`src/rtl/keypad_pkg.sv`:
```
// Shared keypad geometry, key-code constants and the row/column to key-code map.
package keypad_pkg;

    localparam int NUM_ROWS = 4;
    localparam int NUM_COLS = 3;

    localparam logic [3:0] KEY_STAR = 4'hA;
    localparam logic [3:0] KEY_HASH = 4'hB;
    localparam logic [3:0] KEY_NONE = 4'h0;

    // Rows 0..2 carry digits 1..9 in reading order; the bottom row is *, 0, #.
    function automatic logic [3:0] key_code(input logic [1:0] row_idx, input logic [1:0] col_idx);
        logic [3:0] code;
        if (row_idx == 2'd3) begin
            case (col_idx)
                2'd0:    code = KEY_STAR;
                2'd1:    code = 4'd0;
                default: code = KEY_HASH;
            endcase
        end else begin
            code = {2'b00, row_idx} * 4'd3 + {2'b00, col_idx} + 4'd1;
        end
        return code;
    endfunction

endpackage

```
`src/rtl/keypad_scan_encoder_if.sv`:
```
// Keypad pin lines (R, C) and the decoded key outputs (N, V, P) as one bundle.
interface keypad_scan_encoder_if;
    import keypad_pkg::*;

    logic [NUM_ROWS-1:0] R;
    logic [NUM_COLS-1:0] C;
    logic [3:0]          N;
    logic                V;
    logic                P;

    modport master (output R, output C, input N, input V, input P);
    modport slave  (input R, input C, output N, output V, output P);

endinterface

```
`src/rtl/keypad_sync.sv`:
```
// Multi-stage flip-flop synchronizer, cleared to zero by the asynchronous reset.
module keypad_sync #(
    parameter int WIDTH  = 7,
    parameter int STAGES = 2
) (
    input  logic             clk,
    input  logic             rst_n,
    input  logic [WIDTH-1:0] d,
    output logic [WIDTH-1:0] q
);

    logic [WIDTH-1:0] stage_reg [STAGES];

    generate
        for (genvar gi = 0; gi < STAGES; gi++) begin : g_stage
            always_ff @(posedge clk or negedge rst_n) begin
                if (!rst_n) begin
                    stage_reg[gi] <= '0;
                end else if (gi == 0) begin
                    stage_reg[gi] <= d;
                end else begin
                    stage_reg[gi] <= stage_reg[(gi == 0) ? 0 : gi - 1];
                end
            end
        end
    endgenerate

    assign q = stage_reg[STAGES-1];

endmodule

```
`src/rtl/keypad_scan_encoder.sv`:
```
// 4x3 keypad encoder: synchronize R/C, decode a single pressed key, register N/V/P.
// Define KEYPAD_DEBOUNCE_EN to require DEBOUNCE_CYCLES identical decodes before outputs update.
module keypad_scan_encoder
    import keypad_pkg::*;
#(
    parameter int SYNC_STAGES     = 2,
    parameter int DEBOUNCE_CYCLES = 4
) (
    input  logic                  clk,
    input  logic                  rst_n,
    keypad_scan_encoder_if.slave  bus
);

    generate
        if (SYNC_STAGES < 1 || SYNC_STAGES > 3) begin : g_bad_sync
            $error("SYNC_STAGES must be in 1..3");
        end
        if (DEBOUNCE_CYCLES < 1 || DEBOUNCE_CYCLES > 255) begin : g_bad_debounce
            $error("DEBOUNCE_CYCLES must be in 1..255");
        end
    endgenerate

    logic [NUM_ROWS+NUM_COLS-1:0] sync_rc;
    logic [NUM_ROWS-1:0]          sync_r;
    logic [NUM_COLS-1:0]          sync_c;

    keypad_sync #(
        .WIDTH  (NUM_ROWS + NUM_COLS),
        .STAGES (SYNC_STAGES)
    ) u_sync (
        .clk   (clk),
        .rst_n (rst_n),
        .d     ({bus.R, bus.C}),
        .q     (sync_rc)
    );

    assign sync_r = sync_rc[NUM_ROWS+NUM_COLS-1:NUM_COLS];
    assign sync_c = sync_rc[NUM_COLS-1:0];

    logic [1:0] row_idx;
    logic [1:0] col_idx;
    logic       dec_valid;
    logic [3:0] dec_code;

    always_comb begin
        row_idx   = 2'd0;
        col_idx   = 2'd0;
        dec_code  = KEY_NONE;
        for (int i = 0; i < NUM_ROWS; i++) begin
            if (sync_r[i]) row_idx = 2'(i);
        end
        for (int i = 0; i < NUM_COLS; i++) begin
            if (sync_c[i]) col_idx = 2'(i);
        end
        dec_valid = $onehot(sync_r) && $onehot(sync_c);
        if (dec_valid) dec_code = key_code(row_idx, col_idx);
    end

    logic update_en;

`ifdef KEYPAD_DEBOUNCE_EN
    logic [4:0] prev_dec_reg;
    logic [7:0] cnt_reg;
    logic [7:0] cnt_next;

    // Count of consecutive cycles the decode has held its current value, saturating at 255.
    always_comb begin
        cnt_next = 8'd1;
        if ({dec_valid, dec_code} == prev_dec_reg) begin
            cnt_next = (cnt_reg == 8'hFF) ? cnt_reg : cnt_reg + 8'd1;
        end
    end

    always_ff @(posedge clk or negedge rst_n) begin
        if (!rst_n) begin
            prev_dec_reg <= '0;
            cnt_reg      <= '0;
        end else begin
            prev_dec_reg <= {dec_valid, dec_code};
            cnt_reg      <= cnt_next;
        end
    end

    assign update_en = (cnt_next >= 8'(DEBOUNCE_CYCLES));
`else
    assign update_en = 1'b1;
`endif

    logic [3:0] n_reg;
    logic       v_reg;
    logic       p_reg;

    // Re-loading an unchanged decode leaves V/N as they are and keeps P low.
    always_ff @(posedge clk or negedge rst_n) begin
        if (!rst_n) begin
            n_reg <= KEY_NONE;
            v_reg <= 1'b0;
            p_reg <= 1'b0;
        end else if (update_en) begin
            n_reg <= dec_code;
            v_reg <= dec_valid;
            p_reg <= dec_valid && (!v_reg || (n_reg != dec_code));
        end else begin
            p_reg <= 1'b0;
        end
    end

    assign bus.N = n_reg;
    assign bus.V = v_reg;
    assign bus.P = p_reg;

endmodule

```
`src/flat_wrapper.sv`:
```
// flat-port wrapper written by rule: the top's interface ports become plain ports
module keypad_scan_encoder_flat import keypad_pkg::*;
#(
    parameter int SYNC_STAGES     = 2,
    parameter int DEBOUNCE_CYCLES = 4
)
  (clk, rst_n, bus_R, bus_C, bus_N, bus_V, bus_P);
  keypad_scan_encoder_if bus_i ();
  input  logic clk;
  input  logic rst_n;
  input wire logic [$bits(bus_i.R)-1:0] bus_R;
  input wire logic [$bits(bus_i.C)-1:0] bus_C;
  output wire logic [$bits(bus_i.N)-1:0] bus_N;
  output wire logic [$bits(bus_i.V)-1:0] bus_V;
  output wire logic [$bits(bus_i.P)-1:0] bus_P;
  assign bus_i.R = bus_R;
  assign bus_i.C = bus_C;
  assign bus_N = bus_i.N;
  assign bus_V = bus_i.V;
  assign bus_P = bus_i.P;
  keypad_scan_encoder #(.SYNC_STAGES(SYNC_STAGES), .DEBOUNCE_CYCLES(DEBOUNCE_CYCLES)) u_core (.clk(clk), .rst_n(rst_n), .bus(bus_i));
endmodule
```
`config.mk`:
```
export PLATFORM = sky130hd
export DESIGN_NAME = keypad_scan_encoder_flat
export DESIGN_NICKNAME = d
export VERILOG_FILES = /design/src/rtl/keypad_pkg.sv /design/src/rtl/keypad_scan_encoder_if.sv /design/src/rtl/keypad_sync.sv /design/src/rtl/keypad_scan_encoder.sv /design/src/flat_wrapper.sv
export SDC_FILE = /design/constraint.sdc
export NUM_CORES = 1
export LEC_CHECK = 0
export CAP_MARGIN = 20
export CELL_PAD_IN_SITES_DETAIL_PLACEMENT = 1
export CELL_PAD_IN_SITES_GLOBAL_PLACEMENT = 2
export CORE_MARGIN = 5
export CORE_UTILIZATION = 31
export DETAILED_ROUTE_END_ITERATION = 10
export PLACE_DENSITY = 0.71
export SYNTH_ARGS = -nofsm -noshare
export SYNTH_HDL_FRONTEND = slang
export SYNTH_HIERARCHICAL = 1
export SYNTH_SLANG_ARGS = --single-unit
```
`constraint.sdc`:
```
create_clock -name clk -period 2.75 [get_ports clk]
set_clock_uncertainty 0.15 [all_clocks]
set_input_delay 0.55 -clock clk [delete_from_list [all_inputs] [get_ports clk]]
set_output_delay 0.55 -clock clk [all_outputs]
set_load 0.005 [all_outputs]
```
==> metrics.md, run 1 <==
| Metric | Value |
|---|---|
| Area contributors post-synth | `dfrtp_1 53%, fa_1 8.4%, ha_1 7.9%` |
| Fin. Hold Viols | `0` |
| Initial Util | `0.317` |
| Final ANT Viol Nets | `0` |
| CTS max path bufs | `2` |
| Global route total overflow | `0` |
| P_int | `0.000424 W` |
| Crit path largest cell delay | `540 ps` |
| Crit-path max FO | `3` |
| Max-Cap Viols | `0` |
| Inserted Diodes | `0` |
| HP Class | `reg2reg` |
| PortBufs | `14` |
| CTS Sinks | `20` |
| Top cell type by total area after synthesis | `dfrtp_1` |
| Crit path buffers/inverters | `0` |
| DR iter-0 viols | `3` |
| Status | `completed` |
| Clk slew on worst S/H paths | `110 ps` |
| DR DRC count | `0` |
| Crit Path Category | `reg2reg` |
| Area delta synth->final | `19.4%` |
| Tightest Pin Transition | `321 ps` |
| Avg Vias per Cell | `4.41` |
| Non-filler instance count after layout | `121` |
| Via count | `534` |
| Syn avg cell area | `12.7 um^2` |
| Die X | `65.4 um` |
| Share of power burned in registers | `0.557` |
| Worst Setup Start Kind | `flip-flop` |
| Drt total wl | `1480 um` |
| I/O pin count | `15` |
| Final worst path period share | `0.966` |
| Clk_lat worst skew | `290 ps` |
| CP max stage cell | `fa_1` |
| Type of destination of the critical path | `flip-flop` |
| EDFF count, synth | `0` |
| CP arrival | `2690 ps` |
| Core Region | `0.00300 mm^2` |
| Layout cells sized above 1 | `0.148` |
| Vias in the first global route | `572` |
| Clock tree root driver cell | `clkbuf_4` |
| Placed cell area | `0.00111 mm^2` |
| Synth top cells by count | `20 x dfrtp_1, 11 x inv_1, 7 x buf_4` |
| Post-synthesis cell count | `75` |
| RR Startpoint | `u_core/u_sync/q[5]$_DFF_PN0_` |
| Cell family with most CP delay | `adder cells` |
| Mapped Area | `952 um^2` |
| Synth cell types | `21` |
| Slew headroom | `0.786` |
| Post-synth ARST share | `1.00` |
| Sw Pwr | `0.000144 W` |
| Synth Warn # | `6` |
| Syn Nets | `94` |
| Die Span Y | `65.4 um` |
| CP Cell Sequence | `or2_4 -> fa_1 -> fa_1 -> or2_2 -> nand4_1 -> xnor2_1 -> a31oi_1 -> a31oi_1` |
| Leak | `0.531 nW` |
| CTS tree | `built` |
| Req. time, crit path | `2780 ps` |
| H-tree Lvls | `1` |
| Max Fclk | `0.376 GHz` |
| Peak supply drop | `245 uV` |
| Pwr/cell area | `500 mW/mm^2` |
| Most common cell in the synthesized netlist | `dfrtp_1` |
| Post-route cell area | `0.00114 mm^2` |
| Final max-slew violation count | `0` |
| Total die area | `0.00428 mm^2` |
| Clock power share | `0.228` |
| Setup crit start | `u_core/u_sync/q[5]$_DFF_PN0_` |
| CTS Hold Bufs | `0` |
| Final Net Count | `109` |
| DR WL/cell | `12.2 um` |
| Final setup TNS | `0 ps` |
| HP Start | `u_core/u_sync/stage_reg[11]$_DFF_PN0_` |
| Post-synth top flop | `dfrtp_1` |
| Final setup violation count | `0` |
| RSZ-0062 raised after global routing | `no` |
| Total track usage | `0.0827` |
| First-pass GRT wire length | `2640 um` |
| Initial antenna violation count | `0` |
| Cell Rows | `20` |
| Post-synthesis register bit count | `20` |
| Combinational power share | `0.215` |
| Synth top area share | `0.526` |
| Sw frac | `0.254` |
| First drt pass iteration count | `2` |
| Largest net degree at the start of global routing | `21` |
| Gpl congestion | `0.810` |
| CTS buffer count | `3` |
| Crit path time final | `2660 ps` |
| Setup Buffers After CTS | `0` |
| Sequential share of the synthesized area | `0.526` |
| DPL Wire Length | `1210 um` |
| Cell total after placement | `118` |
-- cells by family after synthesis --
group | synth area share
DFF | 0.526
buffers and inverters | 0.102
AOI/OAI and AO/OA | 0.0342
adders and majority gates | 0.163
xor gates and xnor gates | 0.0460
and+or+nand+nor | 0.118
muxes | 0.0105
-- placed cells by master (no fill, tap or decap), types with 3 or more instances in the layout --
| cell | instances |
|---|---|
| inv_1 | 11 |
| buf_4 | 4 |
| xnor2_1 | 5 |
| fa_1 | 4 |
| ha_1 | 6 |
| dfrtp_1 | 20 |
| clkbuf_4 | 3 |
| nor2_1 | 4 |
| clkdlybuf4s50_1 | 14 |
-- path summary, 6_finish.rpt --
check / slack (ps) / cells after the start / end
max: 90 / 8 / u_core/bus.P$_DFF_PN0_
min: 210 / 0 / u_core/u_sync/q[4]$_DFF_PN0_
max reg2reg: 90 / 8 / u_core/bus.P$_DFF_PN0_
min reg2reg: 210 / 0 / u_core/u_sync/q[4]$_DFF_PN0_
max in group asynchronous: 1810 / 2 / u_core/u_sync/stage_reg[7]$_DFF_PN0_
min in group asynchronous: 430 / 2 / u_core/u_sync/q[1]$_DFF_PN0_
-- layout make-up --
cell class,instances,area (um^2)
sequential,20,500
timing repair buffer,18,170
inverter,11,41.3
fill,335,1870
clock buffer,3,22.5
tap,33,41.3
multi-input combinational,36,362
-- metrics by stage --
| step | power (W) | hold slack, ps | util | setup WS, ps |
|---|---|---|---|---|
| detailed placement | 0.000445 | 186 | 0.369 | 25.1 |
| global placement | 0.000442 | 183 | 0.369 | 60.5 |
| CTS | 0.000580 | 210 | 0.378 | 9.57 |
| global route | 0.000605 | 216 | 0.379 | 4.08 |
| floorplan | 0.000402 | 104 | - | 22.2 |
| finish | 0.000569 | 206 | 0.379 | 93.1 |
-- worst reg2reg max path: stages, from the launching register on --
cell and delay [ps]:
dfrtp_1 410, or2_4 260, fa_1 540, fa_1 480, or2_2 290, nand4_1 130, xnor2_1 80, a31oi_1 140
a31oi_1 90
-- metal layers --
layer  up-vias  GRT usage  share of wire
met4         0     0.0466          0.014
met5         -          0              0
li1        261          -              -
met1       266      0.103           0.45
met3         2     0.0205          0.031
met2         5      0.130           0.51
-- repair_timing --
action | in CTS | in global routing
setup endpoints to repair | 1 | 1
pin swaps | 0 | 2
resized for setup | 2 | 1
hold endpoints to repair | 0 | 0
gates cloned | 0 | 0
-- power groups by stage --
stage	Combinational (W)	Sequential, W	Clock (W)
after floorplan	0.0000815	0.000320	0
after global placement	0.000120	0.000323	0
after detailed placement	0.000122	0.000323	0
after CTS	0.000125	0.000317	0.000138
after global routing	0.000137	0.000319	0.000149
final	0.000122	0.000317	0.000130
No activity file was read; power rests on OpenSTA's default activity.
==> run 2, diff against run 1 <==
--- a/config.mk
+++ b/config.mk
@@ -12,6 +12,7 @@
 export CORE_UTILIZATION = 31
 export DETAILED_ROUTE_END_ITERATION = 10
 export PLACE_DENSITY = 0.71
+export SLEW_MARGIN = 5
 export SYNTH_ARGS = -nofsm -noshare
 export SYNTH_HDL_FRONTEND = slang
 export SYNTH_HIERARCHICAL = 1
==> results of run 2 <==
The final DEF is identical to that of run 1; final timing and power are the same.
==> run 3, diff against run 2 <==
--- a/config.mk
+++ b/config.mk
@@ -11,6 +11,7 @@
 export CORE_MARGIN = 5
 export CORE_UTILIZATION = 31
 export DETAILED_ROUTE_END_ITERATION = 10
+export MAX_ROUTING_LAYER = met4
 export PLACE_DENSITY = 0.71
 export SLEW_MARGIN = 5
 export SYNTH_ARGS = -nofsm -noshare
==> metrics.md, run 3 (same netlist as run 1, synthesis figures left out) <==
| Metric | Value |
|---|---|
| Status | `completed` |
| Crit Path Category | `reg2reg` |
| Max Fclk | `0.376 GHz (-0.17%)` |
| Largest net degree at the start of global routing | `21 (unchanged)` |
| P_int | `0.000424 W (about the same)` |
| DR WL/cell | `12.3 um (+0.68%)` |
| Type of destination of the critical path | `flip-flop` |
| Clk slew on worst S/H paths | `100 ps (about the same)` |
| Cell Rows | `20 (unchanged)` |
| DR DRC count | `0 (unchanged)` |
| CTS tree | `built` |
| Commonest non-fill, non-tap cells in the layout | `20 x dfrtp_1, 14 x clkdlybuf4s50_1, 11 x inv_1` |
| Share of power burned in registers | `0.558 (about the same)` |
| PortBufs | `14 (unchanged)` |
| Slew headroom | `0.778 (-0.00760)` |
| Core Region | `0.00300 mm^2 (unchanged)` |
| Vias in the first global route | `573 (+0.17%)` |
| H-tree Lvls | `1 (unchanged)` |
| Setup crit start | `u_core/u_sync/q[5]$_DFF_PN0_` |
| HP Class | `reg2reg` |
| CTS buffer count | `3 (unchanged)` |
| Tightest Pin Transition | `333 ps (+11.4 ps)` |
| First drt pass iteration count | `3 (+1)` |
| Total die area | `0.00428 mm^2 (unchanged)` |
| Die X | `65.4 um (unchanged)` |
| Final setup violation count | `0 (unchanged)` |
| Gpl congestion | `0.821 (+1.5%)` |
| I/O pin count | `15 (unchanged)` |
| Clock power share | `0.226 (-0.002)` |
| Setup Buffers After CTS | `0 (unchanged)` |
| Cell total after placement | `118 (unchanged)` |
| Peak supply drop | `243 uV (-0.91%)` |
| Initial Util | `0.317 (unchanged)` |
| Clock tree root driver cell | `clkbuf_4` |
| Global route total overflow | `0 (unchanged)` |
| Leak | `0.531 nW (unchanged)` |
| Final setup TNS | `0 ps (unchanged)` |
| Clk_lat worst skew | `290 ps (about the same)` |
| HP Start | `u_core/u_sync/stage_reg[11]$_DFF_PN0_` |
| Crit-path max FO | `3 (unchanged)` |
| Worst Setup Start Kind | `flip-flop` |
| Fin. Hold Viols | `0 (unchanged)` |
| Sw Pwr | `0.000143 W (-0.73%)` |
| Final ANT Viol Nets | `0 (unchanged)` |
| First-pass GRT wire length | `2640 um (unchanged)` |
| Inserted Diodes | `0 (unchanged)` |
| Layout cells sized above 1 | `0.148 (unchanged)` |
| Pwr/cell area | `499 mW/mm^2 (-0.20%)` |
| Sw frac | `0.253 (-0.00136)` |
| Non-filler instance count after layout | `121 (unchanged)` |
| CTS Sinks | `20 (unchanged)` |
| CTS max path bufs | `2 (unchanged)` |
| Area delta synth->final | `19.4% (unchanged)` |
| Final Net Count | `109 (unchanged)` |
| Via count | `534 (unchanged)` |
| Commonest non-fill, non-tap cell in the layout | `dfrtp_1` |
| Max-Cap Viols | `0 (unchanged)` |
| Die Span Y | `65.4 um (unchanged)` |
| Combinational power share | `0.215 (about the same)` |
| Total track usage | `0.0849 (+0.00222)` |
| Drt total wl | `1490 um (+0.68%)` |
| RSZ-0062 raised after global routing | `no` |
| CP arrival | `2690 ps (about the same)` |
| DPL Wire Length | `1210 um (unchanged)` |
| DR iter-0 viols | `6 (+3)` |
| Crit path time final | `2660 ps (+4.46 ps)` |
| Req. time, crit path | `2780 ps (about the same)` |
| Final worst path period share | `0.968 (+0.00162)` |
| RR Startpoint | `u_core/u_sync/q[5]$_DFF_PN0_` |
| # fillers | `335 (unchanged)` |
| Final max-slew violation count | `0 (unchanged)` |
| Avg Vias per Cell | `4.41 (unchanged)` |
| Initial antenna violation count | `0 (unchanged)` |
## run 3: routing by layer
layer,share of wire,GRT usage
met4,0.014,0.0466
met5,0,-
met2,0.50,0.130
met3,0.031,0.0205
met1,0.45,0.103
## run 3: final timing paths
path                                                      to  slack [ps]  cells past startpoint
worst max-delay path                  u_core/bus.P$_DFF_PN0_          90                      8
worst min-delay path            u_core/u_sync/q[4]$_DFF_PN0_         210                      0
worst max register to register        u_core/bus.P$_DFF_PN0_          90                      8
worst min register to register  u_core/u_sync/q[4]$_DFF_PN0_         210                      0
max in group asynchronous       u_core/u_sync/q[0]$_DFF_PN0_        1810                      2
min in group asynchronous       u_core/u_sync/q[1]$_DFF_PN0_         430                      2
## run 3: stage by stage
stage               total power, W  cell area (um^2)  hold WS [ps]  setup WS (ps)  utilization
floorplan                 0.000402               952           104           22.2            -
global placement          0.000442              1110           183           60.5        0.369
detailed placement        0.000445              1110           186           25.1        0.369
CTS                       0.000580              1130           210           9.57        0.378
global route              0.000605              1140           216           4.08        0.379
finish                    0.000568              1140           206           88.7        0.379
## run 3: cell type report
class                      instances  area, um^2  area share
tap                               33        41.3      0.0363
sequential                        20         500       0.440
inverter                          11        41.3      0.0363
clock buffer                       3        22.5      0.0198
timing repair buffer              18         170       0.150
multi-input combinational         36         362       0.318
## run 3: what timing repair did
| item | CTS | global route |
|---|---|---|
| pin swaps | 0 | 2 |
| hold buffers | 0 | 0 |
| endpoints found under the setup margin | 1 | 1 |
| resized for setup | 2 | 1 |
## run 3: worst max-delay path, stage by stage (launching register included)
cell and delay (ps):
dfrtp_1 410, or2_4 260, fa_1 540, fa_1 480, or2_2 290, nand4_1 130, xnor2_1 80, a31oi_1 140
a31oi_1 90
## run 3: power groups by stage
stage	registers, W	logic [W]	clock network [W]
after floorplan	0.000320	0.0000815	0
after global placement	0.000323	0.000120	0
after detailed placement	0.000323	0.000122	0
after CTS	0.000317	0.000125	0.000138
after global routing	0.000319	0.000137	0.000149
final	0.000317	0.000122	0.000129
